==> config.mk <==
export PLATFORM = sky130hd
export DESIGN_NAME = focus_metric_flat
export DESIGN_NICKNAME = d
export VERILOG_FILES = /design/src/rtl/focus_metric_pkg.sv /design/src/rtl/focus_metric_if.sv /design/src/rtl/focus_metric_line_buffer.sv /design/src/rtl/focus_metric.sv /design/src/flat_wrapper.sv
export SDC_FILE = /design/constraint.sdc
export NUM_CORES = 2
export LEC_CHECK = 0
export ABC_AREA = 1
export BUFFER_PORTS_ARGS = -buffer_cell sky130_fd_sc_hd__buf_2
export CAP_MARGIN = 30
export CORE_ASPECT_RATIO = 1.2
export CORE_MARGIN = 1.5
export CORE_UTILIZATION = 50
export CTS_CLUSTER_SIZE = 14
export DETAILED_ROUTE_END_ITERATION = 7
export PLACE_DENSITY = 0.65
export SETUP_SLACK_MARGIN = 0.02
export SYNTH_ARGS = -nofsm -noshare
export SYNTH_HDL_FRONTEND = slang
export SYNTH_SLANG_ARGS = --single-unit
==> constraint.sdc <==
create_clock -name pclk -period 30.3 [get_ports pclk]
set_clock_uncertainty 0.2 [all_clocks]
set_input_delay 1.515 -clock pclk [delete_from_list [all_inputs] [get_ports pclk]]
set_output_delay 1.515 -clock pclk [all_outputs]
set_load 0.01 [all_outputs]
==> src/rtl/focus_metric_pkg.sv <==
// Shared constants, FSM state type and luma helpers for the focus-metric block.
package focus_pkg;

  localparam int unsigned DEF_H_RES  = 320;
  localparam int unsigned DEF_V_RES  = 240;
  localparam int unsigned DEF_ROI_X0 = 80;
  localparam int unsigned DEF_ROI_Y0 = 60;
  localparam int unsigned DEF_ROI_W  = 160;
  localparam int unsigned DEF_ROI_H  = 120;

  localparam int unsigned LUMA_W    = 7;
  localparam int unsigned ACC_W     = 26;
  localparam int unsigned PIX_CNT_W = 17;
  localparam int unsigned X_W       = 9;
  localparam int unsigned Y_W       = 8;
  localparam int unsigned PIX_W     = 12;
  localparam int unsigned ADDR_W    = 17;

  typedef enum logic [0:0] {
    WAIT_SYNC = 1'b0,
    RUN       = 1'b1
  } focus_state_e;

  // Y = 2R + 5G + B; 0xFFF gives 120, so 7 bits never overflow.
  function automatic logic [LUMA_W-1:0] luma(input logic [PIX_W-1:0] rgb);
    logic [LUMA_W-1:0] r2, g, b;
    r2 = {2'b00, rgb[11:8], 1'b0};
    g  = {3'b000, rgb[7:4]};
    b  = {3'b000, rgb[3:0]};
    return r2 + (g << 2) + g + b;
  endfunction

  function automatic logic [LUMA_W-1:0] abs_diff(input logic [LUMA_W-1:0] a,
                                                 input logic [LUMA_W-1:0] b);
    return (a > b) ? (a - b) : (b - a);
  endfunction

endpackage

==> src/rtl/focus_metric_if.sv <==
// Pixel write stream in, per-frame focus report out.
interface focus_metric_if;
  import focus_pkg::*;

  logic              v_sync;
  logic              we;
  logic [ADDR_W-1:0] wAddr;
  logic [PIX_W-1:0]  wData;
  logic [ACC_W-1:0]  focus_value;
  logic              focus_valid;
  logic              frame_err;

  modport master (
    output v_sync, we, wAddr, wData,
    input  focus_value, focus_valid, frame_err
  );

  modport slave (
    input  v_sync, we, wAddr, wData,
    output focus_value, focus_valid, frame_err
  );

endinterface

==> src/rtl/focus_metric_line_buffer.sv <==
// One-line luma store: synchronous 1-cycle read, read-before-write on a shared address.
module focus_line_buffer import focus_pkg::*; #(
  parameter int unsigned DEPTH = DEF_H_RES,
  parameter int unsigned WIDTH = LUMA_W,
  parameter int unsigned AW    = X_W
) (
  input  logic             clk_i,
  input  logic [AW-1:0]    rd_addr_i,
  output logic [WIDTH-1:0] rd_data_o,
  input  logic             wr_en_i,
  input  logic [AW-1:0]    wr_addr_i,
  input  logic [WIDTH-1:0] wr_data_i
);

  logic [WIDTH-1:0] mem_q [DEPTH];
  logic [WIDTH-1:0] rd_data_q;

  always_ff @(posedge clk_i) begin
    rd_data_q <= mem_q[rd_addr_i];
    if (wr_en_i) begin
      mem_q[wr_addr_i] <= wr_data_i;
    end
  end

  assign rd_data_o = rd_data_q;

endmodule

==> src/rtl/focus_metric.sv <==
// Per-frame sum of absolute horizontal and vertical luma gradients inside a fixed ROI.
module focus_metric import focus_pkg::*; #(
  parameter int unsigned H_RES  = DEF_H_RES,
  parameter int unsigned V_RES  = DEF_V_RES,
  parameter int unsigned ROI_X0 = DEF_ROI_X0,
  parameter int unsigned ROI_Y0 = DEF_ROI_Y0,
  parameter int unsigned ROI_W  = DEF_ROI_W,
  parameter int unsigned ROI_H  = DEF_ROI_H
) (
  input logic           pclk,
  input logic           reset,
  focus_metric_if.slave bus
);

  localparam logic [X_W-1:0]       X_LAST    = X_W'(H_RES - 1);
  localparam logic [X_W-1:0]       X_LO      = X_W'(ROI_X0);
  localparam logic [X_W-1:0]       X_HI      = X_W'(ROI_X0 + ROI_W);
  localparam logic [Y_W-1:0]       Y_MAX     = Y_W'(V_RES);
  localparam logic [Y_W-1:0]       Y_LO      = Y_W'(ROI_Y0);
  localparam logic [Y_W-1:0]       Y_HI      = Y_W'(ROI_Y0 + ROI_H);
  localparam logic [PIX_CNT_W-1:0] FRAME_PIX = PIX_CNT_W'(H_RES * V_RES);

  focus_state_e         state_q, state_d;
  logic                 vs_q;
  logic [X_W-1:0]       x_q, x_d;
  logic [Y_W-1:0]       y_q, y_d;
  logic                 v1_q, h_en_q, v_en_q;
  logic [LUMA_W-1:0]    ylum_q, yleft_q;
  logic [X_W-1:0]       x1_q;
  logic [LUMA_W-1:0]    y_up;
  logic [ACC_W-1:0]     acc_q, acc_d;
  logic [PIX_CNT_W-1:0] pix_cnt_q, pix_cnt_d;
  logic                 row_err_q, row_err_d;
  logic [ACC_W-1:0]     focus_value_q, focus_value_d;
  logic                 focus_valid_q, focus_valid_d;
  logic                 frame_err_q, frame_err_d;

  logic                 pix_vld, rise, in_roi;
  logic [LUMA_W-1:0]    luma_now, h_term, v_term;
  logic [ACC_W-1:0]     grad;

  assign pix_vld  = bus.we & ~bus.v_sync;
  assign rise     = bus.v_sync & ~vs_q;
  assign luma_now = luma(bus.wData);
  assign in_roi   = (x_q >= X_LO) && (x_q < X_HI) && (y_q >= Y_LO) && (y_q < Y_HI);

  always_comb begin
    x_d = x_q;
    y_d = y_q;
    if (bus.v_sync) begin
      x_d = '0;
      y_d = '0;
    end else if (bus.we) begin
      if (x_q == X_LAST) begin
        x_d = '0;
        if (y_q != Y_MAX) y_d = y_q + 1'b1;
      end else begin
        x_d = x_q + 1'b1;
      end
    end
  end

  focus_line_buffer #(
    .DEPTH (H_RES),
    .WIDTH (LUMA_W),
    .AW    (X_W)
  ) u_line_buf (
    .clk_i     (pclk),
    .rd_addr_i (x_q),
    .rd_data_o (y_up),
    .wr_en_i   (v1_q),
    .wr_addr_i (x1_q),
    .wr_data_i (ylum_q)
  );

  assign h_term = h_en_q ? abs_diff(ylum_q, yleft_q) : '0;
  assign v_term = v_en_q ? abs_diff(ylum_q, y_up) : '0;
  assign grad   = ACC_W'(h_term) + ACC_W'(v_term);

  // A frame-boundary clear wins over any gradient still in flight.
  always_comb begin
    state_d       = state_q;
    acc_d         = acc_q;
    pix_cnt_d     = pix_cnt_q;
    row_err_d     = row_err_q;
    focus_valid_d = 1'b0;
    focus_value_d = focus_value_q;
    frame_err_d   = frame_err_q;
    case (state_q)
      WAIT_SYNC: begin
        if (rise) begin
          state_d   = RUN;
          acc_d     = '0;
          pix_cnt_d = '0;
          row_err_d = 1'b0;
        end
      end
      RUN: begin
        if (rise) begin
          focus_value_d = acc_q;
          frame_err_d   = (pix_cnt_q != FRAME_PIX) || row_err_q;
          focus_valid_d = 1'b1;
          acc_d         = '0;
          pix_cnt_d     = '0;
          row_err_d     = 1'b0;
        end else begin
          if (v1_q) acc_d = acc_q + grad;
          if (pix_vld) begin
            pix_cnt_d = pix_cnt_q + 1'b1;
            if (y_q == Y_MAX) row_err_d = 1'b1;
          end
        end
      end
      default: state_d = WAIT_SYNC;
    endcase
  end

  always_ff @(posedge pclk) begin
    if (reset) begin
      state_q       <= WAIT_SYNC;
      vs_q          <= 1'b0;
      x_q           <= '0;
      y_q           <= '0;
      v1_q          <= 1'b0;
      h_en_q        <= 1'b0;
      v_en_q        <= 1'b0;
      ylum_q        <= '0;
      yleft_q       <= '0;
      x1_q          <= '0;
      acc_q         <= '0;
      pix_cnt_q     <= '0;
      row_err_q     <= 1'b0;
      focus_value_q <= '0;
      focus_valid_q <= 1'b0;
      frame_err_q   <= 1'b0;
    end else begin
      state_q       <= state_d;
      vs_q          <= bus.v_sync;
      x_q           <= x_d;
      y_q           <= y_d;
      v1_q          <= pix_vld;
      if (pix_vld) begin
        ylum_q  <= luma_now;
        yleft_q <= ylum_q;
        x1_q    <= x_q;
        h_en_q  <= in_roi && (x_q > X_LO);
        v_en_q  <= in_roi && (y_q > Y_LO);
      end
      acc_q         <= acc_d;
      pix_cnt_q     <= pix_cnt_d;
      row_err_q     <= row_err_d;
      focus_value_q <= focus_value_d;
      focus_valid_q <= focus_valid_d;
      frame_err_q   <= frame_err_d;
    end
  end

  assign bus.focus_value = focus_value_q;
  assign bus.focus_valid = focus_valid_q;
  assign bus.frame_err   = frame_err_q;

endmodule

==> src/flat_wrapper.sv <==
// flat-port wrapper written by rule: the top's interface ports become plain ports
module focus_metric_flat import focus_pkg::*;
#(
  parameter int unsigned H_RES  = DEF_H_RES,
  parameter int unsigned V_RES  = DEF_V_RES,
  parameter int unsigned ROI_X0 = DEF_ROI_X0,
  parameter int unsigned ROI_Y0 = DEF_ROI_Y0,
  parameter int unsigned ROI_W  = DEF_ROI_W,
  parameter int unsigned ROI_H  = DEF_ROI_H
)
  (pclk, reset, bus_v_sync, bus_we, bus_wAddr, bus_wData, bus_focus_value, bus_focus_valid, bus_frame_err);
  focus_metric_if bus_i ();
  input logic pclk;
  input logic reset;
  input wire logic [$bits(bus_i.v_sync)-1:0] bus_v_sync;
  input wire logic [$bits(bus_i.we)-1:0] bus_we;
  input wire logic [$bits(bus_i.wAddr)-1:0] bus_wAddr;
  input wire logic [$bits(bus_i.wData)-1:0] bus_wData;
  output wire logic [$bits(bus_i.focus_value)-1:0] bus_focus_value;
  output wire logic [$bits(bus_i.focus_valid)-1:0] bus_focus_valid;
  output wire logic [$bits(bus_i.frame_err)-1:0] bus_frame_err;
  assign bus_i.v_sync = bus_v_sync;
  assign bus_i.we = bus_we;
  assign bus_i.wAddr = bus_wAddr;
  assign bus_i.wData = bus_wData;
  assign bus_focus_value = bus_i.focus_value;
  assign bus_focus_valid = bus_i.focus_valid;
  assign bus_frame_err = bus_i.frame_err;
  focus_metric #(.H_RES(H_RES), .V_RES(V_RES), .ROI_X0(ROI_X0), .ROI_Y0(ROI_Y0), .ROI_W(ROI_W), .ROI_H(ROI_H)) u_core (.pclk(pclk), .reset(reset), .bus(bus_i));
endmodule
## Yosys cells after proc, flatten, opt, wreduce, memory -nomap -nowiden

Memories as Yosys holds them, arrays and structs flattened. A register that Yosys moved wholly into a read port is not among the register bits.
Cells that the tools add are included.
W data, S select, Z words.

| storage, ports and cells | value |
|---|---|
| register bits after elaboration | 117 |
| bits in read-only memories | 0 |
| bits in writable memories | 2,240 |
| memories kept | 1 |
| output and inout port bits | 28 |
| input bits | 33 |
| bits in latches | 0 |

Memory list:

| memory | words | width | rd ports | clocked after memory_dff | wr ports | RTL line | source |
|---|---|---|---|---|---|---|---|
| u_core.u_line_buf.mem_q | 320 | 7 | 1 | 1 | 1 | focus_metric_line_buffer.sv:15 | `logic [WIDTH-1:0] mem_q [DEPTH];` |

| operators by class | value |
|---|---|
| bitwise operators | 5 |
| $mul | 0 |
| add/subtract/negate cells | 12 |
| shifts and indexed selects | 0 |
| divide/modulo/power cells | 0 |
| muxes and demuxes | 22 |
| reduce and logical (&&, ||, !) cells | 13 |
| order comparisons | 8 |
| equality and inequality tests | 8 |

Operators by type and width:

| kind | number |
|---|---|
| $mux W26 | 3 |
| $pmux W26 S2 | 1 |
| $mux W17 | 3 |
| $pmux W17 S2 | 1 |
| $mux W7 | 4 |
| $sub A7 B7 Y7 | 4 |
| $add A26 B26 Y26 | 1 |
| $add A17 B1 Y17 const B | 1 |
| $ne A17 B17 Y1 const B | 1 |
| $add A7 B4 Y7 | 2 |
| $gt A7 B7 Y1 | 2 |
| $add A9 B1 Y9 const B | 1 |
| $eq A9 B9 Y1 const B | 1 |
| $ge A9 B7 Y1 const B | 1 |
| $gt A9 B7 Y1 const B | 1 |
| $lt A9 B8 Y1 const B | 1 |
| $mux W9 | 1 |
| $ne A3 B3 Y1 const B | 3 |
| $add A7 B7 Y8 | 1 |
| $add A8 B1 Y8 const B | 1 |
| $eq A8 B8 Y1 const B | 1 |
| $ge A8 B6 Y1 const B | 1 |
| $gt A8 B6 Y1 const B | 1 |
| $lt A8 B8 Y1 const B | 1 |
| 12 further kinds | 30 |

## Longest topological paths before layout

| depth | value |
|---|---|
| depth in word-level cells | 8 |
| depth in mapped cells | 33 |
| mapped depth without buffers | 33 |

## By module

A second synthesis with hierarchy kept.

| unflattened totals | value |
|---|---|
| cells, all modules | 8,547 |
| area total of the unflattened synthesis | 97,967.7 µm² |

Modules (own cells, without submodules):

| module | area an instance (µm²) | instances | cells an instance |
|---|---|---|---|
| focus_line_buffer | 90,943.5 | 1 | 7,552 |
| focus_metric | 7,024.2 | 1 | 995 |

## Least setup slack after synthesis

OpenSTA, ideal clock, no wires.

| path | value |
|---|---|
| path kind | register -> register |
| start point | register u_core.ylum_q[1] |
| end point | register u_core.acc_q[11] |
| buffers on the path | 0 |
| library setup time | 71 ps |
| data arrival time | 9,589 ps |
| clock period less this slack | 9,859 ps |
| stages on the path, launching flop included | 30 |
| path slack | 20,441 ps |
| cells stage by stage | dfxtp_1 inv_1 ha_1 nand3_1 nand2_1 a21oi_1 nor2_1 nor2_1 o21bai_1 nand2_1 inv_1 nor2_1 nor2_1 inv_1 fa_1 o21ai_0 nand2_1 nand2_1 a21oi_1 xor2_1 ha_1 nand2_1 o21ai_0 a21oi_1 o21ai_2 nand2_1 inv_1 nand2_1 or2_2 a21oi_1 |

| on the way | value |
|---|---|
| cells in the longest elaborated chain, start to end | 8 |
| elaborated cells on any way between the ends | 15 |

Ends and longest elaborated chain:

| element | RTL line | source |
|---|---|---|
| start: declaration | focus_metric.sv:28 | `logic [LUMA_W-1:0] ylum_q, yleft_q;` |
| start signal: assignment | focus_metric.sv:143 | `ylum_q <= luma_now;` |
| $sub A7 B7 Y7 / $gt A7 B7 Y1 (equally long branches) | focus_metric_pkg.sv:35 | `return (a > b) ? (a - b) : (b - a);` |
| $mux W7 | focus_metric_pkg.sv:35 |  |
| $mux W7 (on tied branches) | focus_metric.sv:76, focus_metric.sv:77 |  |
| $add A7 B7 Y8 * | focus_metric.sv:78 | `assign grad = ACC_W'(h_term) + ACC_W'(v_term);` |
| $add A26 B26 Y26 * | focus_metric.sv:107 | `if (v1_q) acc_d = acc_q + grad;` |
| $mux W26 * | focus_metric.sv:107 |  |
| $mux W26 * | focus_metric.sv:99 | `if (rise) begin` |
| $pmux W26 S2 * | focus_metric.sv:89 | `case (state_q)` |
| end signal: assignment | focus_metric.sv:130 | `acc_q <= '0;` |
| end signal: assignment | focus_metric.sv:149 | `acc_q <= acc_d;` |
| end: declaration | focus_metric.sv:31 | `logic [ACC_W-1:0] acc_q, acc_d;` |

Mark *: on every way between the ends. The rest lies on a longest branch, timed or not. The select of a mux whose other input is x is not followed.
A chain may end at the register's enable or synchronous reset.

==> impl_results.md <==
* Yosys reg bits at between 2000 and 2500
* Vias at approximately 66000
* Worst hold slack at around 0.26 ns
* Max_slew headroom at 27.98%
* Area Overhead vs Synth at 8.878%
* # H-tree levels at 4
* Worst EP required at between 30 and 40 ns
* RePlAce Congestion at 0.8643
* Kind of critical path: reg2reg
* LEAKAGE at between 30 and 40 nW
* Worst-Margin Slew at ~1.1 ns
* Routed Antenna Nets at 0
* Mux cell area share after synthesis at 0%
* Core ar. at roughly 200000 um^2
* Compound-Gate Fraction of Synth Area at roughly 7.3%
* Worst path slowest cell: buf_4
* Worst hold path class: reg2reg
* Mapped cell area at around 100000 um^2
* Vias per cell at between 5 and 6
* Die area at about 200000 um^2
* Post-Synth XOR/XNOR Area at 0.2638%
* CTS Buffer Depth at 3
* Synth Area in Adders at less than 1%
* Largest area contributor in the netlist: edfxtp_1
* Num CTS Buffers at 216
* Max-Cap Viols at 0
* Reg2Reg Launch Point: u_core.x_q[0]
* Post-layout min period at between 6 and 7 ns
* Total setup buffers inserted after CTS at 0
* Worst-skew pair later-pin latency at around 0.85 ns
* Final Cycle Share at about a fifth
* Critical Path Source: u_core.x_q[0]
* Aggregate global routing overflow at 0
* Largest family of logic cells by synthesized area: simple AND/OR/NAND/NOR gates
* Starting Density at roughly half
* I/O pins at about 60
* DR WL/cell at between 20 and 25 um
* Die Height at between 400 and 500 um
* Number of flops mapped to enable cells by yosys at 2240
* RSZ-0062 raised after global routing: no
* Buffers & Inverters on Critical Path at 5
* Mean area per synthesized cell at about 11 um^2
* Fmax at between 0.15 and 0.2 GHz
* Vias in the first global route at 63330
* Final worst slack at approximately 24 ns
* Setup TNS at 0 ns
* Layout cell share with drive strength beyond 1 at between 5 and 6%
* Die X at about 410 um
* Critical path arrival at around 7 ns
* Most frequently used flop master after synthesis: edfxtp_1
* PostCTS Resize Cnt at 0
* R2R cell count at 17
* CP Cell Sequence: inv_8 -> buf_4 -> buf_4 -> buf_12 -> buf_4 -> nand2_1 -> nand2_1 -> nand2_1 -> o211ai_1 -> nand3_1 -> nand2_1 -> nand2_1 -> nand2_1 -> nor2_1 -> nand2_1 -> nand2_1 -> nand3_1
* Outcome: complete, but fails checks
* Final Hold Violating Endpoints at 0
* Mapped Cells at ~9100
* Rows at 179
* Nets@finish at 9041
* Initial antenna violation count at 9
* Crit end category: register
* Iteration-0 DRC Markers at between 7000 and 8000
* Hold wc startpoint: u_core.y_q[5]
* CP dominant cell by count: nand2_1
* Root Buffer: clkbuf_16
* Critical path launch point type: register
* CTS tree: built
* Fin. max-slew vios at 0
* Hold_buf cts at 0
* Hold Path End: u_core.y_q[5]
* Top cells by area, synth: edfxtp_1 68%, nand2_1 6.8%, nor2_1 6.6%
* Overall Global Routing Usage at 25.39%
* Critical path's top delay family: buffers and inverters
* Crit Path Max Fanout at 205
* Post-Layout Cell Count at roughly 12000
* I/O Buffers at 43
* Warnings from Yosys at 0
* Setup slack, reg-to-reg at ~24 ns
* Sink Count at approximately 2400
* Routed WL at 259300 um
* Count leader, synth: edfxtp_1
* Violated checks: design-rule violations
* Post-DP HPWL at about 140000 um
* Post-synth top cells: 2240 x edfxtp_1, 1817 x nand2_1, 1755 x nor2_1, 856 x o21ai_0, 575 x nand3_1
* Layout fillers at about 16000
* Post-Place Cells at around 11000
* Maximum VDD drop at between 60 and 70 uV
* Sequential share of the synthesized area at 70.02%
* Yosys cell types at 47
* Clock slew at reported path FFs at approximately 0.06 ns
* DRC errors left at 12
* Critical register-to-register path endpoint: u_core.u_line_buf.rd_data_o[3]
* Post-synth ARST share at 0%
* 1st-pass router iterations at 8
* Top-area cell type share of the netlist area at about two thirds
* PwrDens at 60.97 nW/um^2
* First-pass GRT wire length at between 300000 and 400000 um
* CP peak stage delay at between 0.8 and 0.9 ns
* Pin count of the biggest net entering global routing at 212
* Final setup vio count at 0
* Hold Path Depth at 2
* Layout Utilization at 54.72%
* Simple-gate share of the synthesized area at between 15 and 20%
* Worst slack at placement at between 20 and 25 ns
* Post-synthesis net count at just over 9000
## cells in the final DEF (no fill, tap or decap), types with 8 or more instances in the layout
cell and n:
inv_1 546, clkinv_1 61, clkbuf_8 8, nand3_1 575, o21ai_0 856, nand4_1 8, fa_1 12, nand2_4 12
clkinv_2 24, xor2_1 20, o21ai_1 33, dfxtp_1 113, ha_1 56, clkbuf_16 224, dfxtp_4 11, buf_4 58
xnor2_1 10, buf_12 15, bufinv_16 12, o22ai_1 79, a21oi_1 217, clkbuf_1 55, nor3_1 30, nand2_1 1801
inv_6 8, or2_2 35, buf_2 45, edfxtp_1 2240, nor2_1 1752, o211ai_1 132
## through the flow
stage               power [W]  area [um^2]
floorplan            0.003936        99610
global placement     0.004029       101500
detailed placement   0.004037       101600
CTS                  0.006637       108400
global route         0.006793       108500
finish               0.006612       108500
## per-layer routing
layer	part of all wire, %	vias to the layer above	global-route usage [%]
met5	0.019	-	0
met4	4.2	8	10.46
met3	7.6	540	3.889
met2	48	2662	42.05
met1	40	31870	33.48
li1	-	30810	-
## logic make-up after synthesis
family | Yosys count
buffers and inverters | 1095
AOI/OAI and AO/OA | 1347
xor gates and xnor gates | 30
and+or+nand+nor | 4234
DFF | 2364
adders and majority gates | 68
## report_power, final
| group | internal, W | switching (W) |
|---|---|---|
| registers | 0.00361 | 0.0000177 |
| clock network | 0.00147 | 0.00117 |
| logic | 0.0000824 | 0.000258 |
## cell type report
class / count / area [um^2] / share of cell area (%)
Timing Repair Buffer: 123 / 1099 / 1.013
Antenna cell: 3 / 7.507 / 0.006922
Sequential cell: 2364 / 69790 / 64.35
Tap cell: 2624 / 3283 / 3.027
Multi-Input combinational cell: 5679 / 25380 / 23.40
Inverter: 556 / 2126 / 1.960
Clock buffer: 287 / 5922 / 5.460
Clock inverter: 109 / 853.3 / 0.7868
## sequential cells by signal, indices dropped and copies added (netlist names)
register,count
u_core.u_line_buf.mem_q,2240
u_core.acc_q,26
u_core.bus.focus_value,26
u_core.pix_cnt_q,17
u_core.x1_q,9
u_core.x_q,9
u_core.y_q,8
u_core.u_line_buf.rd_data_o,7
u_core.yleft_q,7
u_core.ylum_q,7
u_core.bus.focus_valid,1
u_core.bus.frame_err,1
u_core.h_en_q,1
u_core.row_err_q,1
u_core.state_q,1
u_core.v1_q,1
u_core.v_en_q,1
u_core.vs_q,1
## tightest hold or removal path, stage by stage, from the launching register on
cell,delay [ns]
dfxtp_1,0.32
inv_1,0.05
a21oi_1,0.05
## worst max path at each step
stage	slack, ns	to	depth (start not counted)
final	23.84	u_core.u_line_buf.rd_data_o[3]	17
after global routing	23.02	u_core.acc_q[11]	31
after CTS	23.80	u_core.acc_q[11]	31
after detailed placement	23.82	u_core.acc_q[11]	31
after global placement	23.91	u_core.acc_q[11]	31
after floorplan	20.44	u_core.acc_q[11]	29
Power figures use the tool's default switching activity.
